File: src/rtl/rom_dl_pkg.sv
// rom_dl_pkg
//   Shared types and widths for the ROM download controller.
//   dl_entry_t  : one queued download byte with its byte address
//   dl_state_e  : write-issue FSM states
//   dup_byte()  : replicate a byte into both halves of a 16-bit SDRAM word
package rom_dl_pkg;

  localparam int ADDR_W  = 25;
  localparam int DATA_W  = 8;
  localparam int P1_AW   = 23;
  localparam int P2_AW   = 16;
  localparam int PORT_DW = 16;
  localparam int DS_W    = 2;
  localparam int CNT_W   = 16;

  typedef struct packed {
    logic [ADDR_W-1:0] addr;
    logic [DATA_W-1:0] data;
  } dl_entry_t;

  typedef enum logic [1:0] {
    IDLE  = 2'd0,
    ISSUE = 2'd1,
    WAIT  = 2'd2
  } dl_state_e;

  function automatic logic [PORT_DW-1:0] dup_byte(input logic [DATA_W-1:0] b);
    return {b, b};
  endfunction

endpackage

File: src/rtl/rom_dl_fifo.sv
// rom_dl_fifo
//   Synchronous show-ahead FIFO of download entries. The head entry is
//   visible combinationally while the FIFO is not empty.
//   Ports:
//     clk_sys, reset_n : clock, synchronous active-low reset
//     push, din        : write request and entry; accepted when not full,
//                        or when full together with a pop
//     pop              : discard the head entry (ignored when empty)
//     head             : current head entry
//     full, empty      : occupancy flags
//   DEPTH must be a power of 2 and at least 2.
module rom_dl_fifo
  import rom_dl_pkg::*;
#(
  parameter int DEPTH = 4
) (
  input  logic      clk_sys,
  input  logic      reset_n,
  input  logic      push,
  input  logic      pop,
  input  dl_entry_t din,
  output dl_entry_t head,
  output logic      full,
  output logic      empty
);

  localparam int AW = $clog2(DEPTH);

  // Pointers carry one extra wrap bit to tell full from empty.
  logic [AW:0] wr_ptr_q, wr_ptr_d;
  logic [AW:0] rd_ptr_q, rd_ptr_d;
  dl_entry_t   mem_q [DEPTH];
  dl_entry_t   mem_d [DEPTH];
  logic        wr_en;
  logic        rd_en;

  assign empty = (wr_ptr_q == rd_ptr_q);
  assign full  = (wr_ptr_q[AW] != rd_ptr_q[AW]) &&
                 (wr_ptr_q[AW-1:0] == rd_ptr_q[AW-1:0]);
  assign head  = mem_q[rd_ptr_q[AW-1:0]];

  // When full, a push is only taken if the head leaves in the same cycle;
  // the written slot is the one being vacated.
  assign wr_en = push && (!full || pop);
  assign rd_en = pop && !empty;

  always_comb begin
    mem_d    = mem_q;
    wr_ptr_d = wr_ptr_q;
    rd_ptr_d = rd_ptr_q;
    if (wr_en) begin
      mem_d[wr_ptr_q[AW-1:0]] = din;
      wr_ptr_d = wr_ptr_q + {{AW{1'b0}}, 1'b1};
    end
    if (rd_en) begin
      rd_ptr_d = rd_ptr_q + {{AW{1'b0}}, 1'b1};
    end
  end

  always_ff @(posedge clk_sys) begin
    if (!reset_n) begin
      wr_ptr_q <= '0;
      rd_ptr_q <= '0;
      for (int i = 0; i < DEPTH; i++) begin
        mem_q[i] <= '0;
      end
    end else begin
      wr_ptr_q <= wr_ptr_d;
      rd_ptr_q <= rd_ptr_d;
      mem_q    <= mem_d;
    end
  end

endmodule

File: src/rtl/rom_download_ctrl.sv
// rom_download_ctrl
//   Bridges the data_io ROM byte stream to the two SDRAM write ports of an
//   MCR3 core. Bytes are queued, then routed at pop time: below SP_OFFSET to
//   port1 (CPU ROM), inside the sprite window to port2, anything else is
//   dropped silently. Writes use toggle req/ack handshakes. Also tracks
//   download completion and generates the core reset including the delayed
//   second reset pulse.
//   Ports:
//     clk_sys, reset_n         : clock, synchronous active-low reset
//     ioctl_download/index/wr/addr/dout : data_io download interface
//     reset_req                : user reset request
//     port1_*                  : CPU ROM write port (req/ack toggle)
//     port2_*                  : sprite ROM write port (req/ack toggle)
//     port_we                  : registered ioctl_download
//     rom_loaded               : download fully committed to SDRAM
//     core_reset               : active-high game core reset
//     dl_overflow              : sticky, a byte was lost on a full queue
//     dl_sum                   : byte checksum, only with ROM_DL_CHECKSUM_EN
//   Optional feature macro: ROM_DL_CHECKSUM_EN
//
//   state | meaning
//   IDLE  | waiting for a queued byte; pops head and loads port outputs
//   ISSUE | toggles the selected port request
//   WAIT  | holds until the selected ack matches its request
module rom_download_ctrl
  import rom_dl_pkg::*;
#(
  parameter logic [7:0]        ROM_INDEX  = 8'd0,
  parameter logic [ADDR_W-1:0] SP_OFFSET  = 25'h12000,
  parameter int                SP_BITS    = 17,
  parameter int                FIFO_DEPTH = 4,
  parameter logic [CNT_W-1:0]  RST_HOLD   = 16'hffff
) (
  input  logic               clk_sys,
  input  logic               reset_n,
  input  logic               ioctl_download,
  input  logic [7:0]         ioctl_index,
  input  logic               ioctl_wr,
  input  logic [ADDR_W-1:0]  ioctl_addr,
  input  logic [DATA_W-1:0]  ioctl_dout,
  input  logic               reset_req,
  output logic               port1_req,
  input  logic               port1_ack,
  output logic [P1_AW-1:0]   port1_a,
  output logic [DS_W-1:0]    port1_ds,
  output logic [PORT_DW-1:0] port1_d,
  output logic               port2_req,
  input  logic               port2_ack,
  output logic [P2_AW-1:0]   port2_a,
  output logic [DS_W-1:0]    port2_ds,
  output logic [PORT_DW-1:0] port2_d,
  output logic               port_we,
  output logic               rom_loaded,
  output logic               core_reset,
  output logic               dl_overflow
`ifdef ROM_DL_CHECKSUM_EN
  ,
  output logic [15:0]        dl_sum
`endif
);

  // One past the last sprite byte; one bit wider so it cannot wrap.
  localparam logic [ADDR_W:0] SP_END = {1'b0, SP_OFFSET} + ((ADDR_W+1)'(1) << SP_BITS);

  dl_state_e            state_q, state_d;
  logic                 sel_q, sel_d;        // 0: port1, 1: port2
  logic                 p1_req_q, p1_req_d;
  logic                 p2_req_q, p2_req_d;
  logic [P1_AW-1:0]     p1_a_q, p1_a_d;
  logic [DS_W-1:0]      p1_ds_q, p1_ds_d;
  logic [PORT_DW-1:0]   p1_d_q, p1_d_d;
  logic [P2_AW-1:0]     p2_a_q, p2_a_d;
  logic [DS_W-1:0]      p2_ds_q, p2_ds_d;
  logic [PORT_DW-1:0]   p2_d_q, p2_d_d;
  logic                 wr_prev_q, wr_prev_d;
  logic                 dl_prev_q, dl_prev_d;
  logic                 port_we_q, port_we_d;
  logic                 pending_q, pending_d;
  logic                 loaded_q, loaded_d;
  logic                 core_rst_q, core_rst_d;
  logic                 ovf_q, ovf_d;
  logic [CNT_W-1:0]     cnt_q, cnt_d;

  logic                 push;
  logic                 pop;
  logic                 fifo_full;
  logic                 fifo_empty;
  dl_entry_t            fifo_in;
  dl_entry_t            head;
  logic                 dl_rise;
  logic                 dl_fall;
  logic                 to_p1;
  logic                 to_p2;
  logic [16:0]          sp_rel;

  assign dl_rise = ioctl_download & ~dl_prev_q;
  assign dl_fall = ~ioctl_download & dl_prev_q;
  assign push    = ioctl_download && (ioctl_index == ROM_INDEX) && ioctl_wr && !wr_prev_q;
  assign fifo_in = '{addr: ioctl_addr, data: ioctl_dout};

  rom_dl_fifo #(
    .DEPTH(FIFO_DEPTH)
  ) u_fifo (
    .clk_sys (clk_sys),
    .reset_n (reset_n),
    .push    (push),
    .pop     (pop),
    .din     (fifo_in),
    .head    (head),
    .full    (fifo_full),
    .empty   (fifo_empty)
  );

  assign to_p1 = (head.addr < SP_OFFSET);
  assign to_p2 = !to_p1 && ({1'b0, head.addr} < SP_END);
  // Low bits of a difference depend only on the low bits of the operands,
  // so the 17-bit offset equals bits [16:0] of the full 25-bit subtraction.
  assign sp_rel = head.addr[16:0] - SP_OFFSET[16:0];

  always_comb begin
    state_d  = state_q;
    sel_d    = sel_q;
    pop      = 1'b0;
    p1_req_d = p1_req_q;
    p2_req_d = p2_req_q;
    p1_a_d   = p1_a_q;
    p1_ds_d  = p1_ds_q;
    p1_d_d   = p1_d_q;
    p2_a_d   = p2_a_q;
    p2_ds_d  = p2_ds_q;
    p2_d_d   = p2_d_q;
    case (state_q)
      IDLE: begin
        if (!fifo_empty) begin
          pop = 1'b1;
          if (to_p1) begin
            sel_d   = 1'b0;
            p1_a_d  = head.addr[P1_AW:1];
            p1_ds_d = {head.addr[0], ~head.addr[0]};
            p1_d_d  = dup_byte(head.data);
            state_d = ISSUE;
          end else if (to_p2) begin
            sel_d   = 1'b1;
            p2_a_d  = {sp_rel[14:0], sp_rel[16]};
            p2_ds_d = {sp_rel[15], ~sp_rel[15]};
            p2_d_d  = dup_byte(head.data);
            state_d = ISSUE;
          end
          // Out-of-range entries are consumed without a request.
        end
      end
      ISSUE: begin
        if (sel_q) begin
          p2_req_d = ~p2_req_q;
        end else begin
          p1_req_d = ~p1_req_q;
        end
        state_d = WAIT;
      end
      WAIT: begin
        if (sel_q ? (port2_ack == p2_req_q) : (port1_ack == p1_req_q)) begin
          state_d = IDLE;
        end
      end
      default: state_d = IDLE;
    endcase
  end

  always_comb begin
    wr_prev_d = ioctl_wr;
    dl_prev_d = ioctl_download;
    port_we_d = ioctl_download;
    ovf_d     = ovf_q | (push & fifo_full & ~pop);

    pending_d = pending_q;
    if (dl_rise) begin
      pending_d = 1'b0;
    end else if (dl_fall) begin
      pending_d = 1'b1;
    end

    loaded_d = loaded_q;
    if (dl_rise) begin
      loaded_d = 1'b0;
    end else if (pending_q && fifo_empty && (state_q == IDLE)) begin
      loaded_d = 1'b1;
    end

    // Down-counter restarts on every reset request / unload; hitting 1 on
    // the way down produces the single late reset pulse.
    if (reset_req || !loaded_q) begin
      cnt_d = RST_HOLD;
    end else if (cnt_q != '0) begin
      cnt_d = cnt_q - 1'b1;
    end else begin
      cnt_d = cnt_q;
    end
    core_rst_d = reset_req | ~loaded_q | (cnt_q == CNT_W'(1));
  end

  always_ff @(posedge clk_sys) begin
    if (!reset_n) begin
      state_q    <= IDLE;
      sel_q      <= 1'b0;
      p1_req_q   <= 1'b0;
      p2_req_q   <= 1'b0;
      p1_a_q     <= '0;
      p1_ds_q    <= '0;
      p1_d_q     <= '0;
      p2_a_q     <= '0;
      p2_ds_q    <= '0;
      p2_d_q     <= '0;
      wr_prev_q  <= 1'b0;
      dl_prev_q  <= 1'b0;
      port_we_q  <= 1'b0;
      pending_q  <= 1'b0;
      loaded_q   <= 1'b0;
      core_rst_q <= 1'b1;
      ovf_q      <= 1'b0;
      cnt_q      <= RST_HOLD;
    end else begin
      state_q    <= state_d;
      sel_q      <= sel_d;
      p1_req_q   <= p1_req_d;
      p2_req_q   <= p2_req_d;
      p1_a_q     <= p1_a_d;
      p1_ds_q    <= p1_ds_d;
      p1_d_q     <= p1_d_d;
      p2_a_q     <= p2_a_d;
      p2_ds_q    <= p2_ds_d;
      p2_d_q     <= p2_d_d;
      wr_prev_q  <= wr_prev_d;
      dl_prev_q  <= dl_prev_d;
      port_we_q  <= port_we_d;
      pending_q  <= pending_d;
      loaded_q   <= loaded_d;
      core_rst_q <= core_rst_d;
      ovf_q      <= ovf_d;
      cnt_q      <= cnt_d;
    end
  end

`ifdef ROM_DL_CHECKSUM_EN
  logic [15:0] sum_q, sum_d;
  logic        accepted;

  assign accepted = push && (!fifo_full || pop);

  always_comb begin
    sum_d = dl_rise ? 16'h0000 : sum_q;
    if (accepted) begin
      sum_d = sum_d + {8'h00, ioctl_dout};
    end
  end

  always_ff @(posedge clk_sys) begin
    if (!reset_n) begin
      sum_q <= '0;
    end else begin
      sum_q <= sum_d;
    end
  end

  assign dl_sum = sum_q;
`endif

  assign port1_req   = p1_req_q;
  assign port1_a     = p1_a_q;
  assign port1_ds    = p1_ds_q;
  assign port1_d     = p1_d_q;
  assign port2_req   = p2_req_q;
  assign port2_a     = p2_a_q;
  assign port2_ds    = p2_ds_q;
  assign port2_d     = p2_d_q;
  assign port_we     = port_we_q;
  assign rom_loaded  = loaded_q;
  assign core_reset  = core_rst_q;
  assign dl_overflow = ovf_q;

endmodule
File: config.mk
export PLATFORM = sky130hd
export DESIGN_NAME = rom_download_ctrl
export DESIGN_NICKNAME = d
export VERILOG_FILES = /design/src/rtl/rom_dl_pkg.sv /design/src/rtl/rom_dl_fifo.sv /design/src/rtl/rom_download_ctrl.sv
export SDC_FILE = /design/constraint.sdc
export NUM_CORES = 1
export LEC_CHECK = 0
export BUFFER_PORTS_ARGS = -buffer_cell sky130_fd_sc_hd__buf_4
export CORE_ASPECT_RATIO = 1.1
export CORE_UTILIZATION = 60
export DETAILED_ROUTE_END_ITERATION = 12
export PLACE_DENSITY = 0.94
export SLEW_MARGIN = 10
export SYNTH_ARGS = -nofsm -noshare
export SYNTH_HDL_FRONTEND = slang
export SYNTH_SLANG_ARGS = --single-unit
File: constraint.sdc
create_clock -name clk_sys -period 6.6 [get_ports clk_sys]
set_input_delay 1.32 -clock clk_sys [delete_from_list [all_inputs] [get_ports clk_sys]]
set_output_delay 1.32 -clock clk_sys [all_outputs]
set_load 0.02 [all_outputs]
==> impl_summary.md, run 1 <==
Timing
The final count of pins violating max slew is 0. The clock period minus final worst setup slack is 3.64 ns. The final hold violation count is 0.

Setup repair after global routing left no endpoint under its margin. In the finished design, the share of the clock period the worst path needs comes to 0.551. Timing would allow up to 275 MHz. The actual transition at the worst max-transition pin is 0.964 ns. The aggregate negative setup slack is 0 ns.

The final setup skew is 0.00958 ns. The final setup violation count is 0. The relative slew slack is 0.357.

Route
The average wire per cell in the routed design is 17.9 um. For this block, the via count after detailed routing is 6859. The number of optimization iterations in the first detailed-route pass is 5.

The detailed-route wire length is 21400 um. The total DRC errors in the routed layout is 0. Using the TritonRoute via totals, the vias-per-cell ratio works out to 5.76. After the first detailed-routing iteration, the DRC count stood at 582. Once detail routing completed, the nets flagged for antenna violations numbered 0.

Die
The full die area is 16000 sq um. The standard cell core area is 15100 sq um. From left edge to right edge, the die measures 121 um. The number of placement rows is 47.

In this run the count of I/O pins placed on the die edge is 129. For this configuration, the core starts out at a cell density of 0.616. Measured along the y axis, the die boundary spans 133 um.

Yosys
The post-synthesis cell type count is 51. Synthesis inferred 224 register bits. The sequential share of the synthesized area is 0.481. sky130_fd_sc_hd__dfxtp_1 takes more of the synthesized area than any other cell. The post-synthesis async set-or-reset flop share is 0. During synthesis, Yosys emitted a total of 0 warnings. Synthesis produced a netlist with a net count of 947. The commonest cells after synthesis are 224 x sky130_fd_sc_hd__dfxtp_1, 181 x sky130_fd_sc_hd__mux2i_1, 152 x sky130_fd_sc_hd__nor2_1.

The most common cell in the synthesized netlist is sky130_fd_sc_hd__dfxtp_1. The gate count of the mapped netlist is 891. The number of flops mapped to enable cells by yosys is 0. The average instance in the mapped netlist occupies 10.5 sq um. In the synthesized netlist the dominant register cell turns out to be sky130_fd_sc_hd__dfxtp_1. Yosys attributes the largest share of cell area to sky130_fd_sc_hd__dfxtp_1 48%, sky130_fd_sc_hd__mux2i_1 19%, sky130_fd_sc_hd__mux4_2 6.3%.

The share of the synthesized area in the top cell type is 0.481. The netlist area before placement is 9320 sq um.

Clock network
The post-cts resize count is 0. TritonCTS created 22 clock buffers. The number of clock sinks is 224. After clock tree synthesis, the clock-pin slew on the worst setup and hold paths is 0.06 ns. The maximum count of clock buffers along a single path is 3.

In this run the number of H-tree levels came out at 1. Post-CTS timing repair inserted 0 buffers for setup. The library cell used as clock root buffer is sky130_fd_sc_hd__clkbuf_16.

TritonCTS built the clock tree. Buffers inserted to repair hold after CTS numbered 0. At the later pin of the worst-skew pair, clock insertion delay measures 0.50 ns.

Worst setup path
The arrival time at the worst endpoint is 4.03 ns. The startpoint type of the worst setup path is an input pin. The endpoint kind of the worst setup timing path is a flip-flop. The worst setup path is of the in2reg kind. Of all nets on the critical path, the largest fanout is 88. At the worst endpoint, the required time is 6.99 ns. The launching element of the worst setup path is reset_n. The source of the worst register-to-register timing path is u_fifo.rd_ptr_q[1].

Cells and area
In the final layout, the multi-input gates occupy 4350 sq um. Once layout is done, the placed cells without fillers occupy 10900 sq um. The number of nets in the final layout is 1035. Relative to the synthesized area, the layout overhead comes to 16.6%. Of the cells placed in the final design, the portion with a size suffix greater than 1 is 0.208.

The final antenna diode count is 0. The number of filler cells placed in the layout is 987. For this run, the number of standard cells in the final layout without fillers is 1191. The footprint of the flip-flops and latches is 4490 sq um.

Power and ir drop
The static power due to leakage is 5.45 nW. The ratio of total power to cell area is 264 nW/um^2. Across the VDD grid, the largest voltage drop is 198 uV. The total power after layout is 2.87 mW.

Place
In this run the tool buffered the top-level ports with 128 buffer cells. After detailed placement, the design holds a cell count of 1151. The routability congestion estimate from global placement is 0.847. The half-perimeter wire length after detailed placement is 12900 um.

The post-detailed-placement cell area is 10100 sq um.

Global routing
Entering global routing, the biggest net connects 89 pins. The number of global-route vias before repair is 6932. The first-pass GRT wire length is 34200 um. The initial antenna violation count is 1. For this run, the total global-route usage over all layers was measured as 0.267. Global routing finished with a remaining overflow of 0.

Status
The run finished with clean final reports.

Min path
The startpoint identified for the worst hold timing path is port2_a[9]. The type of the tightest min-delay check is reg2reg.

Flow run
The number of violations of the max-capacitance limit is 0.
-- cell usage in the layout (no fill, tap or decap), types with 3 or more instances in the layout --
master / n
sky130_fd_sc_hd__nor3b_1: 5
sky130_fd_sc_hd__a311oi_1: 4
sky130_fd_sc_hd__and2_1: 3
sky130_fd_sc_hd__and3_1: 7
sky130_fd_sc_hd__nor2_1: 152
sky130_fd_sc_hd__dfxtp_1: 223
sky130_fd_sc_hd__a21oi_1: 11
sky130_fd_sc_hd__or4_1: 5
sky130_fd_sc_hd__inv_1: 10
sky130_fd_sc_hd__mux2i_1: 181
sky130_fd_sc_hd__nor4b_1: 3
sky130_fd_sc_hd__nand3_1: 6
sky130_fd_sc_hd__a211oi_1: 3
sky130_fd_sc_hd__clkbuf_8: 9
sky130_fd_sc_hd__mux4_2: 26
sky130_fd_sc_hd__nand3_4: 3
sky130_fd_sc_hd__o21ai_0: 8
sky130_fd_sc_hd__nor4_1: 6
sky130_fd_sc_hd__nor3_1: 5
sky130_fd_sc_hd__xor2_1: 6
sky130_fd_sc_hd__buf_4: 134
sky130_fd_sc_hd__or3_1: 4
sky130_fd_sc_hd__clkbuf_16: 23
sky130_fd_sc_hd__nand2_1: 94
sky130_fd_sc_hd__xnor2_1: 17
sky130_fd_sc_hd__clkbuf_1: 6
sky130_fd_sc_hd__ha_1: 8
-- worst paths after layout --
check / to / slack (ns) / cells past startpoint
worst min register to register: port2_a[9] / 0.46 / 2
worst max register to register: port1_a[21] / 3.16 / 7
worst min-delay path: port2_a[9] / 0.46 / 2
worst max-delay path: cnt_q[2] / 2.96 / 6
-- report_power, final --
part	switching, mW	total (mW)	internal [mW]	leakage, nW
Clock	0.507	1.25	0.740	0.359
Sequential	0.0167	1.38	1.36	1.81
Combinational	0.140	0.242	0.103	3.29
-- logic make-up (layout without fill, tap and decap cells) --
family	count (synthesis)	in the layout	share of synthesized area
buffers and inverters	81	185	0.0520
adder cells (fa/ha/maj)	8	8	0.0107
multiplexers	207	207	0.257
XOR/XNOR	23	23	0.0216
AND/OR/NAND/NOR	305	305	0.146
flip-flops	224	224	0.481
AO/OA/AOI/OAI	43	43	0.0314
-- through the flow --
| stage | setup WS, ns | util | hold WS [ns] |
|---|---|---|---|
| floorplan | 3.44 | - | 0.448 |
| global placement | 2.54 | 0.670 | 0.448 |
| CTS | 2.98 | 0.719 | 0.465 |
| global route | 2.75 | 0.719 | 0.483 |
| detailed placement | 2.47 | 0.670 | 0.455 |
| finish | 2.96 | 0.719 | 0.464 |
-- worst max-delay path: stages --
cell	delay, ns
sky130_fd_sc_hd__buf_4	0.66
sky130_fd_sc_hd__inv_4	0.47
sky130_fd_sc_hd__nor3b_1	0.90
sky130_fd_sc_hd__buf_4	0.31
sky130_fd_sc_hd__o21ai_0	0.10
sky130_fd_sc_hd__a31o_2	0.22
-- registers in the layout, indices dropped and copies added (netlist names), 2 cells and up --
name             count
cnt_q               16
port1_a             23
port1_d              8
port1_ds             2
port2_a             16
port2_d              8
port2_ds             2
state_q              2
u_fifo.mem_q       132
u_fifo.rd_ptr_q      3
u_fifo.wr_ptr_q      3
-- cell type report --
type                       instances  area share
sequential                       224       0.413
multi-input combinational        586       0.400
timing repair buffer             134      0.0926
clock buffer                      38      0.0664
tap                              196      0.0226
inverter                          11     0.00403
clock inverter                     2     0.00115
-- routing by layer --
| layer | share of wire | track usage | vias up | wire length (um) |
|---|---|---|---|---|
| met3 | 0.061 | 0.0453 | 54 | 1290 |
| met1 | 0.42 | 0.331 | 3342 | 8930 |
| met5 | 0.00061 | 0 | - | 13 |
| met4 | 0.029 | 0.106 | 2 | 609 |
| li1 | - | - | 3221 | - |
| met2 | 0.49 | 0.460 | 240 | 10500 |
No activity file was read; power rests on OpenSTA's default activity.
==> run 2, diff against run 1 <==
Settings changed: CORE_UTILIZATION 60 to 52, PLACE_DENSITY 0.94 to 0.87.
Clock period 6.6 ns to 3.2 ns, I/O delays scaled along.
==> run 2 against run 1 <==
Power up 120%. Sequential cell count stayed put. Cell count rose by 3.9%. Utilization fell by 7.5 points. Global-route usage is 3.9 points lower. Critical path type is now reg2reg. Largest power group is now the clock network.
==> impl_summary.md, run 2 (synthesis results as in run 1) <==
Route
The detailed-route wire length is 20900 um (was 21400 um). The number of DRC markers in iteration 0 came to 412 (was 582). The number of nets with antenna violations after routing is 0 (unchanged). The routed via count is 6729 (was 6859).

The total DRC errors in the routed layout came to 0 (unchanged). The number of optimization iterations in the first detailed-route pass is 5 (unchanged). The vias per cell is 5.44 (was 5.76). The average wire per cell in the routed design was 16.9 um (was 17.9 um).

Cells and area
The layout overhead on the synthesized area came to 19.3% (was 16.6%). The proportion of layout cells with a drive suffix above 1 is 0.217 (was 0.208). The final antenna diode count is 0 (unchanged). The final standard cell area without fillers was 11100 sq um (was 10900 sq um). The number of filler cells placed in the layout was 1349 (was 987). The leading cell type in the layout, fill and taps excluded is sky130_fd_sc_hd__dfxtp_1 (unchanged). The number of nets in the final layout is 1045 (was 1035). The number of flip-flops in the largest register is 132 (unchanged). Highest-count cells in the layout ignoring fill and taps: 223 x sky130_fd_sc_hd__dfxtp_1, 181 x sky130_fd_sc_hd__mux2i_1, 152 x sky130_fd_sc_hd__nor2_1, 139 x sky130_fd_sc_hd__buf_4, 94 x sky130_fd_sc_hd__nand2_1 (was 223 x sky130_fd_sc_hd__dfxtp_1, 181 x sky130_fd_sc_hd__mux2i_1, 152 x sky130_fd_sc_hd__nor2_1, 134 x sky130_fd_sc_hd__buf_4, 94 x sky130_fd_sc_hd__nand2_1).

The register containing the most flip-flops in the final layout is u_fifo.mem_q (unchanged).

Place
The count of buffers inserted at the top-level ports came to 128 (unchanged). The half-perimeter wire length after detailed placement came to 13500 um (was 12900 um). The post-detailed-placement cell area was 10300 sq um (was 10100 sq um). The routability congestion estimate from global placement was 0.804 (was 0.847).

Min path
The start point of the worst min-delay path is ioctl_wr (was port2_a[9]). The type of the tightest min-delay check is in2reg (was reg2reg). The endpoint with the worst hold slack is wr_prev_q (was port2_a[9]).

The hold-critical path depth is 2 (unchanged).

Die
The die extent in x is 130 um (was 121 um). The height of the die is 142 um (was 133 um). The full die area was 18500 sq um (was 16000 sq um). The number of top-level pins came to 129 (unchanged).

The starting density of the core is 0.540 (was 0.616). The standard cell core area was 17300 sq um (was 15100 sq um). The number of placement rows is 50 (was 47).

Power and ir drop
The static power due to leakage came to 5.56 nW (was 5.45 nW). The maximum vdd drop is 518 uV (was 198 uV). The ratio of total power to cell area is 565 nW/um^2 (was 264 nW/um^2).

Timing
The aggregate negative setup slack was 0 ns (unchanged). Setup repair after global routing missed its margin: false (unchanged). The highest achievable clock rate is 342 MHz.

The smallest clock period supported by the final layout is computed as 2.92 ns. The worst slack on hold paths is 0.375 ns (was 0.464 ns). The actual transition at the worst max-transition pin is 0.927 ns (was 0.964 ns). The final hold violation count is 0 (unchanged). The period utilization is 0.914. The final setup violation count came to 0 (unchanged). The final count of pins violating max slew is 0 (unchanged). The final setup skew is 0.0185 ns (was 0.00958 ns). The relative slew slack was 0.381 (was 0.357).

Worst setup path
The worst-case register-to-register setup slack is 0.28 ns (was 3.16 ns). The startpoint type of the worst setup path is a flip-flop (was input pin). CP cell instances: buf_6 > xnor2_1 > o2111ai_1 > nand3_4 > buf_4 > mux2i_1 > nor2_1 (was buf_4 > inv_4 > nor3b_1 > buf_4 > o21ai_0 > a31o_2). The longest individual stage delay on the worst path came to 0.53 ns (was 0.90 ns). The highest fanout seen on the critical path is 33 (was 88). The path depth of the worst reg2reg path came to 7 (unchanged). The endpoint of the lowest-slack register-to-register path is u_fifo.mem_q[33] (was port1_a[21]).

The launching element of the worst setup path is u_fifo.rd_ptr_q[0] (was reset_n). The start-to-end type of the worst setup path was reg2reg (was in2reg). The endpoint kind of the worst setup timing path was a flip-flop (unchanged). The arrival time at the worst endpoint is 3.30 ns (was 4.03 ns). The source of the worst register-to-register timing path was u_fifo.rd_ptr_q[0] (was u_fifo.rd_ptr_q[1]). The critical-path cell with the highest stage delay is sky130_fd_sc_hd__buf_4 (was sky130_fd_sc_hd__nor3b_1).

The required time at the endpoint of the critical path is 3.57 ns (was 6.99 ns).

Clock network
The count of hold buffers inserted by post-cts repair is 0 (unchanged). The post-cts resize count is 0 (unchanged). The number of buffers added by the clock tree synthesis step came to 23 (was 22). The buffer count from post-CTS setup fixing is 0 (unchanged).

The number of clock sinks was 224 (unchanged). The maximum count of clock buffers along a single path came to 3 (unchanged). The insertion delay to the later sink of the worst-skew pair came to 0.51 ns (was 0.50 ns).

The CTS tree is done (unchanged). The total number of H-tree levels came to 1 (unchanged). The library cell used as clock root buffer is sky130_fd_sc_hd__clkbuf_16 (unchanged). The clock input transition at the sequential cells of the worst setup and hold paths came to 0.06 ns (about the same).

Global routing
The overall fraction of global-route tracks in use was 0.228 (was 0.267). The first-pass GRT wire length is 33300 um (was 34200 um). The initial antenna violation count is 0 (was 1). The sum of overflow across all layers after global routing is 0 (unchanged). The pin count of the biggest net entering global routing is 88 (was 89). The number of global-route vias before repair is 6750 (was 6932).

Status
Status: finished clean (unchanged).

Flow run
The number of violations of the max-capacitance limit is 0 (unchanged).
## run 2: critical path, delay by kind of cell (launching register included)
kind / cells / cell delay (ns)
multiplexers: 1 / 0.30
AO/OA/AOI/OAI: 1 / 0.51
buffers and inverters: 2 / 0.91
AND/OR/NAND/NOR: 2 / 0.30
flip-flops: 1 / 0.48
XOR/XNOR: 1 / 0.24
## run 2: worst max-delay path by stage
| stage | to | cells past startpoint |
|---|---|---|
| finish | u_fifo.mem_q[33] | 7 |
| global placement | u_fifo.mem_q[104] | 7 |
| global route | u_fifo.mem_q[33] | 7 |
| floorplan | port2_a[0] | 11 |
| CTS | u_fifo.mem_q[79] | 7 |
| detailed placement | u_fifo.mem_q[108] | 7 |
## run 2: through the flow
stage                     worst slack, ns   util  power (mW)  cells
final                               0.276  0.643        6.28   1238
after global routing               0.0722  0.643        6.48   1238
after CTS                          0.0844  0.643        6.32   1238
after detailed placement            0.191  0.595        3.41   1198
after global placement              0.236  0.595        3.40   1198
after floorplan                     0.523      -        3.24    891
## run 2: power breakdown
part           switching [mW]  internal (mW)  leakage [nW]
combinational           0.279          0.224          3.34
clock                    1.06           1.87         0.410
sequential             0.0383           2.81          1.81
total                    1.38           4.90          5.56
## run 2: area by class of cell
class | count | area [sq um] | share of cell area
clock buffers | 30 | 632 | 0.0569
inverters | 11 | 43.8 | 0.00394
clock inverters | 10 | 200 | 0.0180
multi-input cells | 586 | 4350 | 0.392
flip-flops and latches | 224 | 4490 | 0.404
well taps | 234 | 293 | 0.0264
repair buffers | 143 | 1110 | 0.0995
## run 2: metal layers
| layer | vias up | track usage | routed length (um) |
|---|---|---|---|
| met4 | 0 | 0.0936 | 605 |
| met5 | - | 0 | 0 |
| met1 | 3229 | 0.283 | 8900 |
| met3 | 47 | 0.0447 | 1320 |
| li1 | 3246 | - | - |
| met2 | 207 | 0.385 | 10100 |
==> run 3, diff against run 2 <==
Settings changed: BUFFER_PORTS_ARGS -buffer_cell sky130_fd_sc_hd__buf_4 to default, CORE_UTILIZATION 52 to 57, DONT_BUFFER_PORTS from default to 1, PLACE_DENSITY 0.87 to 0.86.
==> run 3 against run 2 <==
Setup slack improved by 0.13 ns. Highest routed layer unchanged. Power fell by 7.3%. Critical path depth did not move. Largest power group is now sequential cells. Critical endpoint is now u_fifo.mem_q[76]. Combinational power fell by 19%. Count of clock-buffer cells in the layout rose by 3. Wire length fell by 3.3%. Die area fell by 8.6%. First-iteration DRC count fell by 0.24%.
==> impl_summary.md, run 3 (synthesis results as in run 1) <==
Worst setup path
The source of the worst register-to-register timing path is u_fifo.rd_ptr_q[1] (was u_fifo.rd_ptr_q[0]). The start-to-end type of the worst setup path is reg2reg (unchanged). The longest individual stage delay on the worst path is 0.54 ns (was 0.53 ns). The endpoint of the lowest-slack register-to-register path was u_fifo.mem_q[76] (was u_fifo.mem_q[33]). The worst setup path endpoint is u_fifo.mem_q[76] (was u_fifo.mem_q[33]). The launching element of the worst setup path is u_fifo.rd_ptr_q[1] (was u_fifo.rd_ptr_q[0]).

The worst-case register-to-register setup slack is 0.41 ns (was 0.28 ns). CP cell instances: buf_4 > xnor2_1 > o2111ai_1 > nand3_4 > buf_4 > mux2i_1 > nor2_1 (was buf_6 > xnor2_1 > o2111ai_1 > nand3_4 > buf_4 > mux2i_1 > nor2_1). The number of buffer and inverter instances along the worst setup path is 2 (unchanged). The critical-path cell with the highest stage delay is sky130_fd_sc_hd__buf_4 (unchanged). The endpoint kind of the worst setup timing path is a flip-flop (unchanged). The highest fanout seen on the critical path was 31 (was 33). The cell depth of the worst setup path came to 7 (unchanged).

The arrival time at the worst endpoint is 3.15 ns (was 3.30 ns). The path depth of the worst reg2reg path came to 7 (unchanged). The startpoint type of the worst setup path is a flip-flop (unchanged).

The required time at the endpoint of the critical path came to 3.56 ns (was 3.57 ns). The cell seen most often among critical-path stages is sky130_fd_sc_hd__buf_4. The cell class contributing the biggest share of worst-path delay was buffers and inverters (unchanged).

Clock network
The number of clock sinks was 224 (unchanged). The total number of H-tree levels is 1 (unchanged). The CTS tree is done (unchanged).

The post-cts resize count is 0 (unchanged). The maximum count of clock buffers along a single path is 3 (unchanged). The insertion delay to the later sink of the worst-skew pair is 0.50 ns (was 0.51 ns). The buffer count from post-CTS setup fixing came to 0 (unchanged). The count of hold buffers inserted by post-cts repair was 0 (unchanged). The library cell used as clock root buffer is sky130_fd_sc_hd__clkbuf_16 (unchanged). The number of buffers added by the clock tree synthesis step is 22 (was 23). The clock input transition at the sequential cells of the worst setup and hold paths is 0.06 ns (about the same).

Cells and area
The leading cell type in the layout, fill and taps excluded is sky130_fd_sc_hd__dfxtp_1 (unchanged). The proportion of layout cells with a drive suffix above 1 was 0.104 (was 0.217). Highest-count cells in the layout ignoring fill and taps: 223 x sky130_fd_sc_hd__dfxtp_1, 181 x sky130_fd_sc_hd__mux2i_1, 152 x sky130_fd_sc_hd__nor2_1, 94 x sky130_fd_sc_hd__nand2_1, 26 x sky130_fd_sc_hd__mux4_2 (was 223 x sky130_fd_sc_hd__dfxtp_1, 181 x sky130_fd_sc_hd__mux2i_1, 152 x sky130_fd_sc_hd__nor2_1, 139 x sky130_fd_sc_hd__buf_4, 94 x sky130_fd_sc_hd__nand2_1). The number of nets in the final layout is 920 (was 1045). The layout overhead on the synthesized area came to 7.41% (was 19.3%). The number of filler cells placed in the layout is 1210 (was 1349). The register containing the most flip-flops in the final layout is u_fifo.mem_q (unchanged).

The number of flip-flops in the largest register is 132 (unchanged). The final antenna diode count was 0 (unchanged).

Place
The half-perimeter wire length after detailed placement is 13000 um (was 13500 um). The count of buffers inserted at the top-level ports is 0 (was 128). The worst slack at placement is 0.446 ns (was 0.191 ns). The routability congestion estimate from global placement came to 0.813 (was 0.804).

Die
The number of top-level pins is 129 (unchanged). The die extent in x is 124 um (was 130 um). The height of the die came to 136 um (was 142 um).

The full die area is 16900 sq um (was 18500 sq um). The standard cell core area came to 15900 sq um (was 17300 sq um). The starting density of the core came to 0.588 (was 0.540). The number of placement rows is 48 (was 50).

Timing
The final hold violation count was 0 (unchanged). The final setup skew is 0.0114 ns (was 0.0185 ns). The clock period minus final worst setup slack is 2.79 ns (was 2.92 ns). The aggregate negative setup slack was 0 ns (unchanged). The period utilization is 0.873 (was 0.914). The final count of pins violating max slew came to 0 (unchanged).

The actual transition at the worst max-transition pin is 0.932 ns (was 0.927 ns). Setup repair after global routing missed its margin: false (unchanged). The post-layout worst setup margin is 0.406 ns (was 0.276 ns). The highest achievable clock rate is 358 MHz (was 342 MHz). The relative slew slack is 0.378 (was 0.381). The final setup violation count is 0 (unchanged).

Global routing
The met1 routing resource usage after global routing was 0.292 (was 0.283). The pin count of the biggest net entering global routing is 89 (was 88). The number of global-route vias before repair came to 6217 (was 6750). The met3 demand-to-capacity share in global routing is 0.0734 (was 0.0447).

The initial antenna violation count was 0 (unchanged). The busiest layer in global routing is met2 (unchanged). The overall fraction of global-route tracks in use came to 0.242 (was 0.228). The sum of overflow across all layers after global routing is 0 (unchanged).

The met2 track demand over resource is 0.405 (was 0.385). The first-pass GRT wire length is 31900 um (was 33300 um).

Route
The average wire per cell in the routed design is 18.8 um (was 16.9 um). The number of DRC markers in iteration 0 is 411 (was 412). The vias per cell came to 5.87 (was 5.44).

The number of optimization iterations in the first detailed-route pass is 5 (unchanged). The detailed-route wire length was 20200 um (was 20900 um). The routed via count is 6317 (was 6729). The total DRC errors in the routed layout is 0 (unchanged). The number of nets with antenna violations after routing was 0 (unchanged).

Power and ir drop
The ratio of total power to cell area was 582 nW/um^2 (was 565 nW/um^2). The maximum vdd drop is 400 uV (was 518 uV). The static power due to leakage is 4.85 nW (was 5.56 nW).

Status
Status: finished clean (unchanged).

Min path
The type of the tightest min-delay check is in2reg (unchanged). The start point of the worst min-delay path is ioctl_wr (unchanged).

Flow run
The number of violations of the max-capacitance limit was 0 (unchanged).
run 3: how the worst min path moves through the flow:
stage / end / cells past startpoint
6_report: wr_prev_q / 1
2_1_floorplan: pending_q / 2
3_3_place_gp: pending_q / 2
5_1_grt: state_q[0] / 1
4_1_cts: state_q[0] / 1
3_5_place_dp: pending_q / 2
run 3: layer usage:
metal / wire, um / part of all wire
met3: 1670 / 0.083
met1: 8310 / 0.41
met5: 0 / 0
met4: 565 / 0.028
met2: 9650 / 0.48
run 3: stage by stage:
stage / utilization / hold WS (ns) / instance area [sq um] / power [mW] / cells
after detailed placement: 0.586 / 0.476 / 9290 / 3.31 / 1040
after global placement: 0.586 / 0.462 / 9290 / 3.30 / 1040
final: 0.631 / 0.270 / 10000 / 5.82 / 1077
after CTS: 0.631 / 0.261 / 10000 / 5.86 / 1077
after floorplan: - / 0.448 / 9320 / 3.24 / 891
after global routing: 0.631 / 0.264 / 10000 / 6.00 / 1077
run 3: area by class of cell:
class                      instances  area, sq um  area share
sequential                       224         4490       0.448
inverter                          11         43.8     0.00438
clock inverter                     4         48.8     0.00488
multi-input combinational        586         4350       0.435
timing repair buffer              19          155      0.0155
clock buffer                      33          673      0.0673
tap                              200          250      0.0250
run 3: report_power, final:
group / total, mW / internal [mW] / switching [mW]
Combinational: 0.405 / 0.175 / 0.230
Sequential: 2.85 / 2.81 / 0.0388
Clock: 2.57 / 1.53 / 1.04
Total: 5.82 / 4.51 / 1.31
